$ cat src/rtl/x_corr_sched_pkg.sv
// Shared state encoding and default widths for the
// cross-correlation sweep sequencer.
package x_corr_sched_pkg;

    localparam int def_length              = 5;
    localparam int def_length_counter_bits = 3;
    localparam int def_freq_bins           = 4;
    localparam int def_freq_bits           = 2;
    localparam int def_out_max_bits        = 5;

    typedef enum logic [2:0] {
        S_IDLE,
        S_SETTLE,
        S_STREAM,
        S_WAIT,
        S_UPDATE,
        S_DONE
    } state_t;

endpackage

$ cat src/rtl/x_corr_sched_peak_tracker.sv
// Captures one bin's x_corr result and keeps the best
// peak of the sweep; earliest bin wins on ties.
module peak_tracker
    import x_corr_sched_pkg::*;
#(
    parameter int out_max_bits        = def_out_max_bits,
    parameter int length_counter_bits = def_length_counter_bits,
    parameter int freq_bits           = def_freq_bits
) (
    input  logic                           clk,
    input  logic                           rst,
    input  logic                           capture,
    input  logic                           update,
    input  logic                           first,
    input  logic [out_max_bits-1:0]        in_max,
    input  logic [length_counter_bits-1:0] in_index,
    input  logic [freq_bits-1:0]           freq,
    output logic [out_max_bits-1:0]        best_max,
    output logic [length_counter_bits-1:0] best_index,
    output logic [freq_bits-1:0]           best_freq
);

    logic [out_max_bits-1:0]        cap_max;
    logic [length_counter_bits-1:0] cap_index;

    // Hold the handshake result, then fold it into best_* on UPDATE
    always_ff @(posedge clk) begin
        if (rst) begin
            cap_max    <= '0;
            cap_index  <= '0;
            best_max   <= '0;
            best_index <= '0;
            best_freq  <= '0;
        end else begin
            if (capture) begin
                cap_max   <= in_max;
                cap_index <= in_index;
            end
            if (update && (first || cap_max > best_max)) begin
                best_max   <= cap_max;
                best_index <= cap_index;
                best_freq  <= freq;
            end
        end
    end

endmodule

$ cat src/rtl/x_corr_sched.sv
// Sweep sequencer: streams one window per frequency bin
// into x_corr and tracks the best peak of the sweep.
module x_corr_sched
    import x_corr_sched_pkg::*;
#(
    parameter int length              = def_length,
    parameter int length_counter_bits = def_length_counter_bits,
    parameter int freq_bins           = def_freq_bins,
    parameter int freq_bits           = def_freq_bits,
    parameter int out_max_bits        = def_out_max_bits
) (
    input  logic                           clk,
    input  logic                           rst,
    input  logic                           start,
    output logic                           busy,
    output logic                           done,
    output logic [freq_bits-1:0]           freq_sel,
    output logic [length_counter_bits-1:0] sample_addr,
    output logic                           xc_m_tvalid,
    input  logic                           xc_s_tready,
    input  logic                           xc_s_tvalid,
    output logic                           xc_m_tready,
    input  logic [out_max_bits-1:0]        xc_out_max,
    input  logic [length_counter_bits-1:0] xc_index,
    output logic [out_max_bits-1:0]        best_max,
    output logic [length_counter_bits-1:0] best_index,
    output logic [freq_bits-1:0]           best_freq,
    output logic                           result_valid
);

    localparam logic [length_counter_bits-1:0] last_addr =
        length_counter_bits'(length - 1);
    localparam logic [freq_bits-1:0] last_bin =
        freq_bits'(freq_bins - 1);

    state_t state, state_n;
    logic   last_xfer;
    logic   last_freq;

    assign last_xfer = xc_s_tready && (sample_addr == last_addr);
    assign last_freq = (freq_sel == last_bin);

    // State register
    always_ff @(posedge clk) begin
        if (rst) state <= S_IDLE;
        else     state <= state_n;
    end

    // Next state and state-decoded handshake outputs
    always_comb begin
        state_n     = state;
        busy        = 1'b0;
        done        = 1'b0;
        xc_m_tvalid = 1'b0;
        xc_m_tready = 1'b0;
        unique case (state)
            S_IDLE: begin
                if (start) state_n = S_SETTLE;
            end
            S_SETTLE: begin
                busy    = 1'b1;
                state_n = S_STREAM;
            end
            S_STREAM: begin
                busy        = 1'b1;
                xc_m_tvalid = 1'b1;
                if (last_xfer) state_n = S_WAIT;
            end
            S_WAIT: begin
                busy        = 1'b1;
                xc_m_tready = 1'b1;
                if (xc_s_tvalid) state_n = S_UPDATE;
            end
            S_UPDATE: begin
                busy    = 1'b1;
                state_n = last_freq ? S_DONE : S_SETTLE;
            end
            S_DONE: begin
                done    = 1'b1;
                state_n = S_IDLE;
            end
            default: state_n = S_IDLE;
        endcase
    end

    // Bin counter, sample address and result flag
    always_ff @(posedge clk) begin
        if (rst) begin
            freq_sel     <= '0;
            sample_addr  <= '0;
            result_valid <= 1'b0;
        end else begin
            unique case (state)
                S_IDLE: begin
                    if (start) begin
                        freq_sel     <= '0;
                        result_valid <= 1'b0;
                    end
                end
                S_SETTLE: sample_addr <= '0;
                S_STREAM: begin
                    if (last_xfer)
                        sample_addr <= '0;
                    else if (xc_s_tready)
                        sample_addr <= sample_addr + 1'b1;
                end
                S_UPDATE: begin
                    if (last_freq)
                        result_valid <= 1'b1;
                    else
                        freq_sel <= freq_sel + 1'b1;
                end
                default: ;
            endcase
        end
    end

    peak_tracker #(
        .out_max_bits        (out_max_bits),
        .length_counter_bits (length_counter_bits),
        .freq_bits           (freq_bits)
    ) u_peak (
        .clk        (clk),
        .rst        (rst),
        .capture    (state == S_WAIT && xc_s_tvalid),
        .update     (state == S_UPDATE),
        .first      (freq_sel == '0),
        .in_max     (xc_out_max),
        .in_index   (xc_index),
        .freq       (freq_sel),
        .best_max   (best_max),
        .best_index (best_index),
        .best_freq  (best_freq)
    );

endmodule
$ cat config.mk
export PLATFORM = sky130hd
export DESIGN_NAME = x_corr_sched
export DESIGN_NICKNAME = d
export VERILOG_FILES = /design/src/rtl/x_corr_sched_pkg.sv /design/src/rtl/x_corr_sched_peak_tracker.sv /design/src/rtl/x_corr_sched.sv
export SDC_FILE = /design/constraint.sdc
export NUM_CORES = 1
export LEC_CHECK = 0
export ABC_AREA = 1
export CORE_MARGIN = 2
export CORE_UTILIZATION = 49
export DETAILED_ROUTE_END_ITERATION = 10
export PLACE_DENSITY = 0.77
export SKIP_LAST_GASP = 1
export SYNTH_ARGS = -nofsm -noshare
export SYNTH_HDL_FRONTEND = slang
export SYNTH_SLANG_ARGS = --single-unit
export TNS_END_PERCENT = 5
$ cat constraint.sdc
create_clock -name clk -period 2.1 [get_ports clk]
set_input_delay 0.21 -clock clk [delete_from_list [all_inputs] [get_ports clk]]
set_output_delay 0.21 -clock clk [all_outputs]
set_load 0.005 [all_outputs]
==> impl_metrics.py <==
metrics = {
    "worst_setup_path": {
        "setup.worst_path.start_class": "flop",
        "crit_path_top_delay_cell": "clkdlybuf4s50_1",
        "crit_family": "buffers and inverters",
        "worstSetupPathType": "reg -> out",
        "crit_chain": "nor2_4 -> inv_2 -> nor2_4 -> inv_2 -> nand3_1 -> clkdlybuf4s50_1",
        "rr_worst_depth": 12,
        "max_stage_delay_ps": 510,
        "critPathBufInv": 3,
        "critical_path_depth": 6,
        "crit_fanout": 5,
        "worst_setup_path_end_kind": "primary output",
        "crit_required_ps": 1890,
        "worst-endpoint-arrival_ps": 1680,
    },
    "outcome": {
        "run_status": "finished, final reports clean",
    },
    "route": {
        "iteration_0_drc_markers": 49,
        "post_detailed_routing_wire_length_um": 2820,
        "post_drt_via_cell_ratio": 5.03,
        "detail-route-antenna-nets": 0,
        "average_wire_per_standard_cell_um": 11.3,
        "drtPass1Iterations": 4,
        "route.vias.total": 1258,
        "post-route-drc-count": 0,
    },
    "sta": {
        "skew_ps": 7.49,
        "timing_hold_violations_final": 0,
        "final_count_of_pins_violating_max_slew": 0,
        "finalSetupTns_ps": 0,
        "min_tclk_post_route_ps": 1890,
        "setup_slack_ps": 207,
        "final.hold.worst_slack_ps": 465,
        "worst_max_slew_margin_expressed_relative_to_the_limit_pct": 80.8,
        "fin_crit_sh_pct": 90.1,
        "max_clock_freq_mhz": 528,
        "rsz0062_at_grt": "no",
        "tightestPinTransition_ps": 288,
        "report.final.setup_viol": 0,
    },
    "floorplanning": {
        "dieWidth_um": 57.2,
        "ios": 33,
        "total_die_area_um2": 3270,
        "floorplan.rows": 19,
        "initial_utilization_pct": 50.8,
        "design.core.area_um2": 2730,
        "die-height_um": 57.2,
    },
    "clocking": {
        "tritoncts.num_buffers": 3,
        "cts.reportedPaths.clkPinSlew_ps": 130,
        "htreeDepth": 1,
        "tritoncts_clock_tree": "yes",
        "clk_root_buffer_cell": "clkbuf_4",
        "insertion_delay_ps": 320,
        "clock_tree.buffer_depth": 2,
        "cts-hold-fix-buffers": 0,
        "postCtsSetupBuffers": 0,
        "cts_resized": 0,
        "clock_sinks": 27,
    },
    "synthesis": {
        "most_common_flop_cell_mapped_by_yosys": "dfxtp_1",
        "number_of_distinct_library_cells_after_synthesis": 27,
        "synth.cell_area_um2": 1390,
        "yosysSeqAreaShare_pct": 39.0,
        "synthDominantCellAreaShare_pct": 39.0,
        "syn_avg_cell_area_um2": 7.46,
        "synthTopCellsByArea": "dfxtp_1, a21oi_1, ha_1, nand2_1, inv_1",
        "netlist.top_cell.by_area": "dfxtp_1",
        "ys.warnings.count": 0,
        "ys_top_cells_by_count": "nand2_1, dfxtp_1, inv_1",
        "most_numerous_cell_in_the_yosys_netlist": "nand2_1",
        "ys_seq_elements": 27,
        "count_of_flip_flops_with_a_built_in_enable_after_synthesis": 0,
        "syn_inst": 186,
        "net_count_of_the_mapped_netlist": 208,
        "async_flop_share_pct": 0,
    },
    "worst_hold_path": {
        "min-delay-path-class": "reg -> reg",
        "hold-path-cell-count": 2,
    },
    "layout": {
        "final_cell_area_um2": 1760,
        "drive_above_1_share_pct": 11.4,
        "final.fill_count": 258,
        "antenna-diode-count": 0,
        "layout-area-overhead-vs-synth_pct": 26.8,
        "fin_nets": 242,
    },
    "global_routing": {
        "grt_first_pass_wirelength_um": 5030,
        "grt_pass1_vias": 1224,
        "globalRoute.totalOverflow": 0,
        "antenna_violations_before_repair": 0,
        "grt_start_max_net_pins": 22,
        "global_route_usage_sum_pct": 18.9,
    },
    "power": {
        "sw_frac_of_total_pct": 40.0,
        "p_comb_share_pct": 48.6,
        "power.ir.vdd_worst_v": 0.000662,
        "share_clk_of_total_power_pct": 12.9,
        "cellInternalPower_mw": 1.03,
        "p_switching_uw": 686,
        "p_leak_nw": 0.724,
        "power_density_nw_per_um2": 975,
        "power_frac_seq_pct": 38.5,
    },
    "place": {
        "dp_hpwl_um": 2150,
        "place_congestion": 0.777,
        "dpl_worst_slack_ps": 465,
        "dpl-instance-area_um2": 1730,
        "portBuffers": 32,
    },
    "run": {
        "drv_cap": 0,
    },
}
## per-stage QoR
stage / instances / utilization (%) / power, mW
floorplan: 186 / - / 1.21
global placement: 246 / 63.4 / 1.47
detailed placement: 246 / 63.4 / 1.50
CTS: 250 / 64.3 / 1.73
global route: 250 / 64.3 / 1.85
finish: 250 / 64.3 / 1.71
## flip-flops by register name (all words and copies together), names as in the netlist
register and cells:
u_peak.best_max 5, u_peak.cap_max 5, sample_addr 3, state 3, u_peak.best_index 3, u_peak.cap_index 3, freq_sel 2, u_peak.best_freq 2
result_valid 1
## power by group through the flow
stage	clock, mW	combinational, mW	sequential [mW]
6_report	0.221	0.834	0.660
5_1_grt	0.247	0.940	0.668
4_1_cts	0.229	0.838	0.659
3_5_place_dp	0	0.832	0.670
3_3_place_gp	0	0.806	0.668
2_1_floorplan	0	0.547	0.663
## cell type report
type,instances,area [um^2],area share [%]
flip-flops and latches,27,541,30.7
repair buffers,36,350,19.9
well taps,31,38.8,2.20
multi-input cells,120,683,38.8
clock buffers,4,26.3,1.49
inverters,32,120,6.83
## routing by layer
layer / vias up / global-route usage [%] / part of all wire (%)
li1: 663 / - / -
met4: 0 / 4.98 / 0.85
met1: 562 / 24.2 / 47
met3: 4 / 2.72 / 3.7
met2: 29 / 33.2 / 49
met5: - / 0 / 0
## tightest hold or removal path, delay by kind of cell, from the launching register on
kind | cells | cell delay, ps
DFF | 1 | 320
AOI/OAI and AO/OA | 1 | 60
buffers and inverters | 1 | 60
## final timing paths
kind | startpoint | endpoint | slack (ps)
worst max-delay path | state[1] | busy | 210
worst min-delay path | u_peak.cap_index[2] | u_peak.cap_index[2] | 470
worst max register to register | u_peak.best_max[4] | u_peak.best_index[1] | 470
worst min register to register | u_peak.cap_index[2] | u_peak.cap_index[2] | 470
## cell usage in the layout, fill, tap and decap left out, types with 4 or more instances in the layout
cell type / n
inv_2: 5
ha_1: 9
dfxtp_1: 27
nand3_1: 17
a21oi_1: 24
o21ai_0: 7
clkdlybuf4s50_1: 32
nor2_1: 13
buf_4: 4
nand2_1: 29
inv_1: 27
## kinds of logic (layout without fill, tap and decap cells)
| family | after synthesis | in the layout | synth area share, % |
|---|---|---|---|
| buffers and inverters | 39 | 72 | 11.8 |
| adder cells (fa/ha/maj) | 9 | 9 | 8.12 |
| flip-flops | 27 | 27 | 39.0 |
| AO/OA/AOI/OAI | 39 | 39 | 15.6 |
| AND/OR/NAND/NOR | 72 | 72 | 25.5 |
Note: power is estimated with default switching activity, not from simulation.
